**src/rtl/sseg_scan_driver.sv**
```systemverilog
// Time-multiplexed seven-segment driver for an N-digit common-anode display.
// Double-buffered load port, per-digit enables, decimal points and leading-zero blanking.
module sseg_scan_driver #(
  parameter int NUM_DIGITS  = 4,
  parameter int REFRESH_DIV = 100000
) (
  input  logic                    clk,
  input  logic                    rst_n,
  input  logic [4*NUM_DIGITS-1:0] value,
  input  logic [NUM_DIGITS-1:0]   dp_in,
  input  logic [NUM_DIGITS-1:0]   digit_en,
  input  logic                    lz_blank,
  input  logic                    load,
  output logic [6:0]              sseg,
  output logic                    dp,
  output logic [NUM_DIGITS-1:0]   an,
  output logic                    frame_done
);
  localparam int PW = $clog2(REFRESH_DIV);
  localparam int IW = (NUM_DIGITS > 1) ? $clog2(NUM_DIGITS) : 1;
  localparam logic [PW-1:0] PCNT_MAX = PW'(REFRESH_DIV - 1);
  localparam logic [IW-1:0] IDX_MAX  = IW'(NUM_DIGITS - 1);

  logic [PW-1:0]           pcnt_q, pcnt_d;
  logic [IW-1:0]           idx_q, idx_d;
  logic [4*NUM_DIGITS-1:0] act_val_q, act_val_d, pend_val_q, pend_val_d;
  logic [NUM_DIGITS-1:0]   act_dp_q, act_dp_d, pend_dp_q, pend_dp_d;
  logic [NUM_DIGITS-1:0]   act_en_q, act_en_d, pend_en_q, pend_en_d;
  logic                    pend_valid_q, pend_valid_d;
  logic [6:0]              sseg_q, sseg_d;
  logic                    dp_q, dp_d;
  logic [NUM_DIGITS-1:0]   an_q, an_d;

  logic                    tick, wrap, blank, zrun;
  logic [NUM_DIGITS-1:0]   lead_zero;
  logic [3:0]              nib;

  function automatic logic [6:0] hex2seg(input logic [3:0] h);
    case (h)
      4'h0: hex2seg = 7'h40;  4'h1: hex2seg = 7'h79;
      4'h2: hex2seg = 7'h24;  4'h3: hex2seg = 7'h30;
      4'h4: hex2seg = 7'h19;  4'h5: hex2seg = 7'h12;
      4'h6: hex2seg = 7'h02;  4'h7: hex2seg = 7'h78;
      4'h8: hex2seg = 7'h00;  4'h9: hex2seg = 7'h18;
      4'hA: hex2seg = 7'h08;  4'hB: hex2seg = 7'h03;
      4'hC: hex2seg = 7'h27;  4'hD: hex2seg = 7'h21;
      4'hE: hex2seg = 7'h06;  default: hex2seg = 7'h0E;
    endcase
  endfunction

  assign tick       = (pcnt_q == PCNT_MAX);
  assign wrap       = tick && (idx_q == IDX_MAX);
  assign frame_done = wrap;

  // lead_zero[i]: digit i and every digit above it hold nibble 0
  always_comb begin
    zrun      = 1'b1;
    lead_zero = '0;
    for (int i = NUM_DIGITS - 1; i >= 0; i--) begin
      zrun         = zrun && (act_val_q[4*i +: 4] == 4'h0);
      lead_zero[i] = zrun;
    end
  end

  always_comb begin
    nib   = act_val_q[4*int'(idx_q) +: 4];
    blank = !act_en_q[idx_q] || (lz_blank && (idx_q != '0) && lead_zero[idx_q]);
    sseg_d = blank ? 7'h7F : hex2seg(nib);
    dp_d   = blank ? 1'b1  : ~act_dp_q[idx_q];
    an_d   = ~(NUM_DIGITS'(1) << idx_q);
  end

  always_comb begin
    pcnt_d       = tick ? '0 : pcnt_q + PW'(1);
    idx_d        = idx_q;
    if (tick) idx_d = (idx_q == IDX_MAX) ? '0 : idx_q + IW'(1);
    act_val_d    = act_val_q;
    act_dp_d     = act_dp_q;
    act_en_d     = act_en_q;
    pend_val_d   = pend_val_q;
    pend_dp_d    = pend_dp_q;
    pend_en_d    = pend_en_q;
    pend_valid_d = pend_valid_q;
    // A load landing on the wrap bypasses the pending buffer entirely
    if (load && wrap) begin
      act_val_d    = value;
      act_dp_d     = dp_in;
      act_en_d     = digit_en;
      pend_valid_d = 1'b0;
    end else begin
      if (wrap && pend_valid_q) begin
        act_val_d    = pend_val_q;
        act_dp_d     = pend_dp_q;
        act_en_d     = pend_en_q;
        pend_valid_d = 1'b0;
      end
      if (load) begin
        pend_val_d   = value;
        pend_dp_d    = dp_in;
        pend_en_d    = digit_en;
        pend_valid_d = 1'b1;
      end
    end
  end

  always_ff @(posedge clk or negedge rst_n) begin
    if (!rst_n) begin
      pcnt_q       <= '0;
      idx_q        <= '0;
      act_val_q    <= '0;
      act_dp_q     <= '0;
      act_en_q     <= '0;
      pend_val_q   <= '0;
      pend_dp_q    <= '0;
      pend_en_q    <= '0;
      pend_valid_q <= 1'b0;
      sseg_q       <= 7'h7F;
      dp_q         <= 1'b1;
      an_q         <= '1;
    end else begin
      pcnt_q       <= pcnt_d;
      idx_q        <= idx_d;
      act_val_q    <= act_val_d;
      act_dp_q     <= act_dp_d;
      act_en_q     <= act_en_d;
      pend_val_q   <= pend_val_d;
      pend_dp_q    <= pend_dp_d;
      pend_en_q    <= pend_en_d;
      pend_valid_q <= pend_valid_d;
      sseg_q       <= sseg_d;
      dp_q         <= dp_d;
      an_q         <= an_d;
    end
  end

  assign sseg = sseg_q;
  assign dp   = dp_q;
  assign an   = an_q;
endmodule

```
**config.mk**
```make
export PLATFORM = sky130hd
export DESIGN_NAME = sseg_scan_driver
export DESIGN_NICKNAME = d
export VERILOG_FILES = /design/src/rtl/sseg_scan_driver.sv
export SDC_FILE = /design/constraint.sdc
export NUM_CORES = 1
export LEC_CHECK = 0
export BUFFER_PORTS_ARGS = -buffer_cell sky130_fd_sc_hd__buf_2
export CAP_MARGIN = 10
export CELL_PAD_IN_SITES_DETAIL_PLACEMENT = 0
export CELL_PAD_IN_SITES_GLOBAL_PLACEMENT = 1
export CORE_AREA = 2 2 102 94
export CTS_CLUSTER_DIAMETER = 200
export DETAILED_ROUTE_END_ITERATION = 8
export DIE_AREA = 0 0 104 96
export PLACE_DENSITY = 0.85
export SYNTH_ARGS = -nofsm -noshare
export SYNTH_HDL_FRONTEND = slang
export SYNTH_SLANG_ARGS = --single-unit
```
**constraint.sdc**
```tcl
create_clock -name clk -period 1.8 [get_ports clk]
set_input_delay 0.09 -clock clk [delete_from_list [all_inputs] [get_ports clk]]
set_output_delay 0.09 -clock clk [all_outputs]
set_load 0.03 [all_outputs]
```
Word-level counts from Yosys, hierarchy flattened. Memory sizes are Yosys's and may differ from the RTL's. Index checks and enable logic that the tools add are counted.

Register bits after elaboration: 80. Memory bits (read-only): 112. Input port bits: 28. Output and inout port bits: 13. Logic and storage cells: 60. Memories: 1.

Add/subtract/negate cells: 2. Order comparisons: 1. Equal/unequal tests: 2. Shift operators: 2. Muxes and demuxes: 19. Bitwise gates (word level): 3. Reduce and logical (&&, ||, !) cells: 18.

Memory list: (name not given) (depth 16, bits a word 7, rd ports 1, clocked after Yosys merged registers in 0, write ports 0, RTL line 39) `case (h)`.

Operator list (number): 16-bit two-way mux (2); 17-bit by 1-bit adder with 17-bit output (second input constant) (1); 17-bit == test (second input constant) (1); 17-bit two-way mux (1); 4-bit zero test (4); 4-bit two-way mux (4); 16-bit by 5-bit indexed part select with 4-bit output (1); 1-bit logical AND (8); 1-bit two-way mux (7); 7-bit two-way mux (1); 1-bit binary-select mux with 2-bit select (3); 4-bit NOT (1); 2-bit nonzero test (2); 1-bit by 2-bit left shift with 4-bit output (first input constant) (1); 2-bit by 3-bit less-than comparator with 1-bit output (second input constant) (1); 3-bit nonzero test (1); 2-bit by 1-bit adder with 2-bit output (second input constant) (1); 2-bit == test (second input constant) (1); 2-bit two-way mux (1); 1-bit NOT (2); 2-bit AND reduction (1); 1-bit zero test (1); 1-bit logical OR (1).

Logic depth before layout (Yosys ltp). Gate-level depths: netlist (run 1).

Depth in word-level cells: 9. Gate-level depth with buffers: 9. Depth with buffers taken out: 7.

Least setup slack after synthesis (run 1). No wires, ideal clock.

Path type: register -> register. From: reg idx_q[0]. To: reg sseg_q[3] (netlist: sseg[3]). Setup time: 0.093 ns. Data arrival time: 1.916 ns. Required time: 1.707 ns. Setup slack: -0.209 ns. Cell stages (with the launch flop): 7. Buffers on the path: 1. Clock period less this slack: 2.009 ns. Path through: dfrtp_1 > buf_2 > mux4_2 > inv_1 > ha_1 > o32ai_1 > o21ai_0.

Cells in the longest elaborated chain, start to end: 5. Elaborated cells on any way between the ends: 12. Those cells by class: shift (1); mux (5); reduce/logical (5); memory (1).

Ends and longest elaborated chain: start, declared (RTL line 25) `logic [IW-1:0] idx_q, idx_d;`; start signal, assigned (RTL line 122) `idx_q <= idx_d;`; branches (longest 4 deep; another with memory read 16 x 7 bit); 7-bit two-way mux (*) (RTL line 68) `sseg_d = blank ? 7'h7F : hex2seg(nib);`; via sseg_d[3] (RTL line 30) `logic [6:0] sseg_q, sseg_d;`; end signal, assigned (RTL line 130) `sseg_q <= sseg_d;`; end, declared (RTL line 30).

Mark *: on every way through the listed nets, which the timed path passes. The select of a mux whose other input is x is not followed. A chain may end at the register's enable or synchronous reset.

Final worst setup path (run 1).
From: reg pcnt_q[14]. To: reg pend_dp_q[0].

Cells in the longest elaborated chain, start to end: 5.

Ends and longest elaborated chain: start, declared (RTL line 24) `logic [PW-1:0] pcnt_q, pcnt_d;`; start signal, assigned (RTL line 121) `pcnt_q <= pcnt_d;`; 17-bit == test (RTL line 51) `assign tick = (pcnt_q == PCNT_MAX);`; 1-bit logical AND (RTL line 52) `assign wrap = tick && (idx_q == IDX_MAX);`; 1-bit logical AND (RTL line 85) `if (load && wrap) begin`; 1-bit NOT (no line); 2-bit AND reduction (no line); end signal, assigned (RTL line 127) `pend_dp_q <= pend_dp_d;`; end, declared (RTL line 27) `logic [NUM_DIGITS-1:0] act_dp_q, act_dp_d, pend_dp_q, pend_dp_d;`.

No other way between the ends.

==> results of run 1 <==
==> per-layer routing <==
| metal | GRT usage (%) | wire length [um] | vias to the layer above |
|---|---|---|---|
| met5 | 0 | 0 | - |
| met4 | 4.617 | 90 | 0 |
| met3 | 5.349 | 289 | 9 |
| met2 | 27.14 | 4162 | 43 |
| met1 | 21.37 | 4174 | 1421 |
| li1 | - | - | 1345 |
==> kinds of logic (layout without fill, tap and decap cells) <==
| group | Yosys count | count (layout) | share of synthesized area (%) |
|---|---|---|---|
| compound gates | 68 | 68 | 10.78 |
| xor+xnor | 14 | 14 | 3.333 |
| fa+ha+maj | 10 | 10 | 3.401 |
| buf+inv | 27 | 131 | 3.639 |
| flops | 80 | 80 | 54.83 |
| mux | 34 | 35 | 12.11 |
| simple gates | 88 | 88 | 11.90 |
==> worst max-delay path: cells and delay by family (launching register included) <==
family | cells | cell delay (ps)
compound gates | 1 | 130
buf+inv | 3 | 460
flops | 1 | 410
mux | 1 | 290
simple gates | 2 | 470
==> repair_timing <==
| item | 4_1_cts | 5_1_grt |
|---|---|---|
| pin swaps | 2 | 7 |
| gates resized for setup | 7 | 44 |
| endpoints found under the hold margin | 49 | 0 |
| endpoints found under the setup margin | 52 | 55 |
| gates cloned | 0 | 6 |
| setup buffers | 2 | 5 |
| hold buffers | 25 | 0 |
==> final cells by class <==
cell class | instances | area [um^2] | share of cell area (%)
clock buffers | 11 | 131.4 | 2.572
clock inverters | 5 | 81.33 | 1.592
inverters | 10 | 40.04 | 0.7837
multi-input cells | 215 | 1787 | 34.97
flip-flops and latches | 80 | 2019 | 39.53
well taps | 122 | 152.6 | 2.988
repair buffers | 105 | 897.1 | 17.56
==> worst min path at each step <==
stage / startpoint / to / slack (ps) / depth (start not counted)
floorplan: rst_n / act_dp_q[0] / -210 / 0
global placement: rst_n / pcnt_q[7] / 90 / 1
detailed placement: rst_n / pcnt_q[6] / 90 / 1
CTS: load / pend_valid_q / 50 / 3
global route: load / pend_valid_q / 70 / 3
finish: load / pend_valid_q / 70 / 3
==> cells in the final DEF (no fill, tap or decap), types with 6 or more instances in the layout <==
master | Yosys | final
dlygate4sd3_1 | 0 | 25
o21ai_0 | 9 | 8
xnor2_1 | 6 | 6
inv_1 | 9 | 7
o21ai_1 | 21 | 22
buf_4 | 3 | 28
xor2_1 | 8 | 8
nand3_1 | 6 | 6
dfrtp_1 | 68 | 66
nand2_1 | 39 | 38
clkbuf_8 | 0 | 9
mux2_4 | 0 | 24
dfstp_2 | 12 | 12
mux4_2 | 6 | 6
buf_2 | 5 | 38
nor2_1 | 17 | 16
o22ai_1 | 24 | 24
==> registers in the layout (all words and copies together), names as in the netlist <==
| name | flops |
|---|---|
| dp | 1 |
| idx_q | 2 |
| act_dp_q | 4 |
| sseg | 7 |
| pcnt_q | 17 |
| pend_en_q | 4 |
| pend_val_q | 16 |
| pend_dp_q | 4 |
| an | 4 |
| act_en_q | 4 |
| act_val_q | 16 |
| pend_valid_q | 1 |
==> power breakdown <==
part	switching (mW)	total, mW	internal (mW)
Combinational	0.225	0.492	0.267
Sequential	0.0566	1.95	1.89
Clock	0.652	1.43	0.782
Total	0.934	3.88	2.94
==> flow_metrics.py, run 1 <==
metrics = {
    "outcome": {
        "status": "complete, but fails checks",
        "violations": "setup timing",
    },
    "logic_synthesis": {
        "ys_top_cells_by_count": "dfrtp_1 (68), nand2_1 (39), mux2_2 (24), o22ai_1 (24), o21ai_1 (21)",
        "netlist.area_leader.share_pct": 46.26,
        "ys_types": 40,
        "ys_warn_count": 0,
        "synth_flop_cell": "dfrtp_1",
        "synthTopCellsByArea": "dfrtp_1 (46%), dfstp_2 (8.6%), mux2_2 (7.3%), o22ai_1 (4.1%), nand2_1 (4.0%)",
        "async_flop_share_pct": 100.0,
        "syn-num-nets": 359,
        "ys_seq_area_share_pct": 54.83,
        "synthCells": 321,
        "synth_area_mm2": 0.003679,
        "yosysMostFrequentCell": "dfrtp_1",
        "synth.largest_area_cell": "dfrtp_1",
        "synth_edf_count": 0,
        "synth-seq-cells": 80,
        "syn_area_per_cell_um2": 11.46,
    },
    "pwr": {
        "ir_drop_uv": 438.8,
        "p_leak_nw": 2.266,
        "p_per_area_mw_per_mm2": 758.8,
        "power.total_mw": 3.876,
    },
    "grt": {
        "grt_util_all_layers_pct": 16.54,
        "antenna_found_initial": 0,
        "grt_remaining_overflow": 0,
        "grt_pass1_wl_um": 12880,
        "grt_pass1_vias": 2722,
        "grt_max_degree": 49,
    },
    "setup_path": {
        "critPathKind": "reg -> reg",
        "crit_start": "pcnt_q[14]",
        "timing.rr.end": "pend_dp_q[0]",
        "reg2reg_slack_ps": -90,
        "cp-start-kind": "flip-flop",
        "end_kind": "flip-flop",
        "critPathMaxStageDelay_ps": 410,
        "cpMaxStageDelayCell": "dfrtp_1",
        "path_cells": "nor4b_4 -> nand3_2 -> buf_6 -> o21ai_4 -> buf_12 -> clkbuf_16 -> mux2_4",
        "crit_required_ps": 2050,
        "crit_arrival_ps": 2130,
        "r2r_cells": 7,
        "endpoint": "pend_dp_q[0]",
        "timing.rr.start": "pcnt_q[14]",
        "worst-path-max-fanout": 6,
    },
    "drt": {
        "ant_nets": 0,
        "vias_per_cell": 5.142,
        "routed_wl_um": 8716,
        "vias": 2818,
        "routedWlPerCell_um": 15.91,
        "drc": 0,
        "first_pass_iters": 4,
        "drt_iter0_drc": 146,
    },
    "placed_design": {
        "detailed_place_hpwl_um": 5257,
        "dpl_cell_area_mm2": 0.004238,
        "dp.cells": 494,
        "io_buffers": 40,
        "pre_cts_slack_ps": -46.49,
        "gp_congestion": 0.8169,
    },
    "timing": {
        "slew_headroom_pct": 67.43,
        "fmax_ghz": 0.5294,
        "setup_viol": 35,
        "hold_slack_ps": 66.90,
        "tns_ps": -1815,
        "slew_violations": 0,
        "worst_pin_slew_ps": 488.5,
        "finalHoldViolations": 0,
        "final.setup.worst_slack_ps": -88.83,
        "period_share_pct": 104.9,
        "rsz0062_at_grt": "yes",
        "clock_skew_ps": 12.52,
        "period_minus_slack_ps": 1889,
    },
    "floorplanning": {
        "floorplan.core_area_mm2": 0.008919,
        "ios": 41,
        "initial_core_util_pct": 41.25,
        "std_cell_rows": 33,
        "dieArea_mm2": 0.009984,
        "dieWidth_um": 104,
        "die_h_um": 96,
    },
    "clock_network": {
        "htree_levels": 3,
        "cts_tree": "done",
        "root_buffer": "clkbuf_8",
        "clkSinkCount": 80,
        "cts_buffer_depth": 2,
        "cts_buffers": 9,
        "clk_pin_slew_ps": 80,
        "clock_latency_ps": 370,
    },
    "job": {
        "cap_violations": 0,
    },
    "finish": {
        "antenna_cells": 0,
        "finalNonFillerCells": 548,
        "area_growth_pct": 38.88,
        "design_area_mm2": 0.005109,
        "fin_util_pct": 57.28,
        "fin_nets": 459,
        "filler_cell_count": 764,
        "drive_above_1_share_pct": 37.79,
    },
    "worst_hold_path": {
        "hold_class": "in -> reg",
    },
}
(Power assumes the default switching activity.)
==> run 2, diff against run 1 <==
- clock period: 1.8 -> 1.55 ns (I/O delays scaled with it)
==> flow_metrics.py, run 2 (synthesis gave the netlist of run 1 again) <==
metrics = {
    "clock_network": {
        "cts_buffer_depth": 2,
        "cts_tree": "done",
        "clock_latency_ps": 360,
        "clkSinkCount": 80,
        "clk_pin_slew_ps": 80,
        "htree_levels": 3,
        "root_buffer": "clkbuf_8",
        "cts_buffers": 9,
    },
    "timing": {
        "period_share_pct": 119.2,
        "worst_pin_slew_ps": 334.7,
        "final.setup.worst_slack_ps": -298.0,
        "clock_skew_ps": 8.559,
        "hold_slack_ps": 78.62,
        "slew_headroom_pct": 77.69,
        "rsz0062_at_grt": "yes",
        "setup_viol": 60,
        "slew_violations": 0,
        "fmax_ghz": 0.5411,
        "finalHoldViolations": 0,
        "period_minus_slack_ps": 1848,
    },
    "pwr": {
        "pwr-share-comb_pct": 14.4,
        "clkPwrFrac_pct": 32.2,
        "ir_drop_uv": 434.3,
        "seqPwrFrac_pct": 53.4,
        "intPower_mw": 3.119,
        "switching_share_pct": 26.64,
        "p_leak_nw": 2.433,
        "switching_power_mw": 1.133,
        "p_per_area_mw_per_mm2": 777.1,
    },
    "setup_path": {
        "worst-path-max-fanout": 3,
        "path_cells": "buf_6 -> mux4_2 -> buf_6 -> buf_6 -> mux2i_1 -> a21o_1 -> nand2_1",
        "crit_required_ps": 1840,
        "critPathKind": "reg -> reg",
        "cpMaxStageDelayCell": "mux4_2",
        "end_kind": "flip-flop",
        "cp_common_cell": "buf_6",
        "critPathBufInv": 3,
        "critPathMaxStageDelay_ps": 560,
        "crit_family": "multiplexers",
        "crit_arrival_ps": 2140,
        "cp-start-kind": "flip-flop",
    },
    "drt": {
        "routedWlPerCell_um": 16.08,
        "vias_per_cell": 5.072,
        "drc": 0,
        "ant_nets": 0,
        "drt_iter0_drc": 83,
        "first_pass_iters": 4,
        "vias": 2947,
        "routed_wl_um": 9341,
    },
    "finish": {
        "filler_cell_count": 760,
        "fin_nets": 492,
        "antenna_cells": 0,
        "area_growth_pct": 48.74,
        "largestRegisters": "pcnt_q (17), act_val_q (16), pend_val_q (16)",
        "final_common_cell": "dfrtp_1",
        "largest_register": "pcnt_q",
        "multiInputGateArea_mm2": 0.001889,
        "drive_above_1_share_pct": 45.97,
        "largest_reg_flops": 17,
        "mostFrequentLayoutCells": "dfrtp_1 (66), buf_4 (48), buf_2 (38)",
        "register_area_mm2": 0.002019,
        "fin_util_pct": 61.35,
    },
    "grt": {
        "antenna_found_initial": 0,
        "grt_max_degree": 49,
        "grt_pass1_vias": 2910,
        "met1_usage_pct": 24.64,
        "grt_remaining_overflow": 0,
        "use_met3_pct": 3.995,
        "busiest_layer": "met2",
        "grt_pass1_wl_um": 14410,
        "use_met2_pct": 30.92,
        "grt_util_all_layers_pct": 18.71,
    },
    "outcome": {
        "status": "complete, but fails checks",
        "violations": "setup timing",
    },
    "floorplanning": {
        "std_cell_rows": 33,
        "dieWidth_um": 104,
        "die_h_um": 96,
        "initial_core_util_pct": 41.25,
        "floorplan.core_area_mm2": 0.008919,
        "dieArea_mm2": 0.009984,
        "ios": 41,
    },
    "placed_design": {
        "io_buffers": 40,
        "gp_congestion": 0.8437,
        "detailed_place_hpwl_um": 5509,
    },
    "job": {
        "cap_violations": 0,
    },
    "worst_hold_path": {
        "hold_class": "in -> reg",
    },
}
[run 2: worst paths after layout]
path,startpoint,endpoint,slack [ps],cells past startpoint
max in group asynchronous,rst_n,sseg[3],830,3
worst max-delay path,idx_q[0],sseg[1],-300,7
worst min-delay path,load,pend_valid_q,80,3
worst max register to register,idx_q[0],sseg[1],-300,7
worst min register to register,act_dp_q[2],act_dp_q[2],500,2
min in group asynchronous,rst_n,pend_en_q[1],90,2
[run 2: through the flow]
step | instances | power, mW | instance area, um^2 | worst slack, ps | TNS [ps]
after floorplan | 321 | 2.591 | 3872 | -270.4 | -10920
after global placement | 522 | 2.775 | 4567 | -273.1 | -13080
after detailed placement | 522 | 2.788 | 4567 | -311.5 | -14390
after CTS | 569 | 4.239 | 5192 | -304.7 | -14770
after global routing | 581 | 4.441 | 5472 | -372.6 | -18580
final | 581 | 4.252 | 5472 | -298.0 | -15470
[run 2: per-layer routing]
layer | vias up | share of wire (%)
li1 | 1411 | -
met5 | - | 0
met4 | 0 | 1.5
met2 | 63 | 51
met1 | 1461 | 44
met3 | 12 | 3.6
[run 2: timing repair]
action,CTS,global route
endpoints found under the hold margin,92,0
hold buffers,25,0
buffers inserted,4,6
endpoints found under the setup margin,57,67
cloned,2,6
resized for setup,33,25
pin swaps,9,5
[run 2: power by group through the flow]
stage / Sequential [mW] / Combinational, mW / Clock (mW)
floorplan: 2.31 / 0.285 / 0
global placement: 2.29 / 0.482 / 0
detailed placement: 2.30 / 0.490 / 0
CTS: 2.27 / 0.572 / 1.40
global route: 2.28 / 0.667 / 1.49
finish: 2.27 / 0.612 / 1.37
[run 2: tightest hold or removal path: cells and delay by family]
kind	cells	cell delay, ps
buf+inv	1	140
simple gates	2	170
[run 2: cell type report]
class | count | area share, %
Sequential cell | 80 | 36.91
Tap cell | 122 | 2.790
Clock buffer | 9 | 2.264
Clock inverter | 7 | 0.8690
Inverter | 10 | 0.7318
Multi-Input combinational cell | 216 | 34.53
Timing Repair Buffer | 137 | 21.91
==> run 3, diff against run 2 <==
- MAX_ROUTING_LAYER: default -> met4
==> flow_metrics.py, run 3 (synthesis gave the netlist of run 1 again) <==
metrics = {
    "setup_path": {
        "crit_required_ps": 1850,
        "critPathKind": "reg -> reg",
        "end_kind": "flip-flop",
        "r2r_cells": 8,
        "timing.rr.end": "act_val_q[9]",
        "reg2reg_slack_ps": -340,
        "timing.rr.start": "pcnt_q[11]",
        "worst-path-max-fanout": 6,
        "crit_arrival_ps": 2190,
        "cp-start-kind": "flip-flop",
    },
    "drt": {
        "drt_iter0_drc": 142,
        "first_pass_iters": 4,
        "vias_per_cell": 5.171,
        "routed_wl_um": 10020,
        "drc": 0,
        "ant_nets": 0,
        "routedWlPerCell_um": 17.15,
        "vias": 3020,
    },
    "pwr": {
        "power.total_mw": 4.272,
        "seqPwrFrac_pct": 53.2,
        "p_per_area_mw_per_mm2": 769.5,
        "switching_power_mw": 1.152,
        "pwr-share-comb_pct": 14.5,
        "clkPwrFrac_pct": 32.3,
        "intPower_mw": 3.120,
        "switching_share_pct": 26.97,
        "ir_drop_uv": 468.7,
        "p_leak_nw": 2.462,
    },
    "clock_network": {
        "htree_levels": 3,
        "clock_latency_ps": 370,
        "clkSinkCount": 80,
        "clk_pin_slew_ps": 90,
        "cts_tree": "done",
        "root_buffer": "clkbuf_8",
        "cts_buffers": 9,
        "cts_buffer_depth": 2,
    },
    "floorplanning": {
        "dieArea_mm2": 0.009984,
        "initial_core_util_pct": 41.25,
        "ios": 41,
        "floorplan.core_area_mm2": 0.008919,
        "die_h_um": 96,
        "std_cell_rows": 33,
        "dieWidth_um": 104,
    },
    "placed_design": {
        "io_buffers": 40,
        "detailed_place_hpwl_um": 5509,
        "gp_congestion": 0.8569,
        "dpl_cell_area_mm2": 0.004567,
        "dp.cells": 522,
    },
    "grt": {
        "grt_util_all_layers_pct": 19.26,
        "grt_pass1_vias": 2901,
        "grt_pass1_wl_um": 14390,
        "grt_remaining_overflow": 0,
        "antenna_found_initial": 0,
        "grt_max_degree": 49,
    },
    "timing": {
        "period_minus_slack_ps": 1895,
        "final.setup.worst_slack_ps": -344.6,
        "worst_pin_slew_ps": 344.7,
        "setup_viol": 64,
        "clock_skew_ps": 8.712,
        "slew_violations": 0,
        "rsz0062_at_grt": "yes",
        "fmax_ghz": 0.5278,
        "finalHoldViolations": 0,
        "period_share_pct": 122.2,
        "slew_headroom_pct": 77.02,
    },
    "finish": {
        "antenna_cells": 0,
        "design_area_mm2": 0.005552,
        "fin_nets": 495,
        "mostFrequentLayoutCells": "dfrtp_1 (66), buf_4 (47), buf_2 (38)",
        "finalNonFillerCells": 584,
        "fin_util_pct": 62.25,
        "largestRegisters": "pcnt_q (17), act_val_q (16), pend_val_q (16)",
        "final_common_cell": "dfrtp_1",
        "area_growth_pct": 50.92,
        "largest_reg_flops": 17,
        "drive_above_1_share_pct": 46.97,
        "filler_cell_count": 738,
        "largest_register": "pcnt_q",
    },
    "outcome": {
        "violations": "setup timing",
        "status": "complete, but fails checks",
    },
    "job": {
        "cap_violations": 0,
    },
    "worst_hold_path": {
        "hold_class": "in -> async",
    },
}
-- run 3: metrics by stage --
step	setup slack, ps	hold slack [ps]	TNS [ps]
after detailed placement	-311.5	-62.65	-14390
after global routing	-389.3	79.45	-19760
after CTS	-304.7	78.24	-14770
final	-344.6	75.96	-16440
after floorplan	-270.4	-218.1	-10920
after global placement	-273.1	-66.24	-13080
-- run 3: cell type report --
type | count | area (um^2) | share of cell area [%]
sequential | 80 | 2019 | 36.38
multi-input combinational | 216 | 1908 | 34.37
timing repair buffer | 140 | 1260 | 22.70
tap | 122 | 152.6 | 2.750
clock buffer | 9 | 123.9 | 2.231
clock inverter | 7 | 47.55 | 0.8564
inverter | 10 | 40.04 | 0.7212
-- run 3: metal layers --
metal	vias to the layer above	wire, um	global-route usage [%]
met2	69	5178	30.98
met5	-	0	-
met1	1527	4350	24.42
li1	1415	-	-
met3	9	374	4.807
met4	0	112	5.968
-- run 3: power by group through the flow --
| stage | Sequential, mW | Clock (mW) | Combinational (mW) |
|---|---|---|---|
| final | 2.27 | 1.38 | 0.619 |
| after global routing | 2.28 | 1.50 | 0.672 |
| after CTS | 2.27 | 1.40 | 0.572 |
| after detailed placement | 2.30 | 0 | 0.490 |
| after global placement | 2.29 | 0 | 0.482 |
| after floorplan | 2.31 | 0 | 0.285 |
-- run 3: repair_timing --
| action | CTS | global route |
|---|---|---|
| setup buffers | 4 | 8 |
| hold buffers | 25 | 0 |
| endpoints found under the hold margin | 92 | 0 |
| cloned | 2 | 8 |
| gates resized for setup | 33 | 31 |
| endpoints found under the setup margin | 57 | 67 |
| pin swaps | 9 | 7 |
-- run 3: how the worst max path moves through the flow --
stage	slack [ps]	from	cells past startpoint	to
4_1_cts	-300	pcnt_q[11]	4	frame_done
5_1_grt	-390	pcnt_q[11]	8	act_val_q[9]
6_report	-340	pcnt_q[11]	8	act_val_q[9]
2_1_floorplan	-270	idx_q[0]	6	sseg[3]
3_3_place_gp	-270	pcnt_q[14]	7	act_val_q[14]
3_5_place_dp	-310	pcnt_q[14]	7	act_val_q[7]
-- run 3: worst max-delay path: stages, from the launching register on --
cell and delay, ps:
dfrtp_1 430, nor4b_4 360, nand3_4 170, buf_6 160, nor3_4 180, buf_6 160
buf_6 140, o22ai_1 100, o21ai_1 130
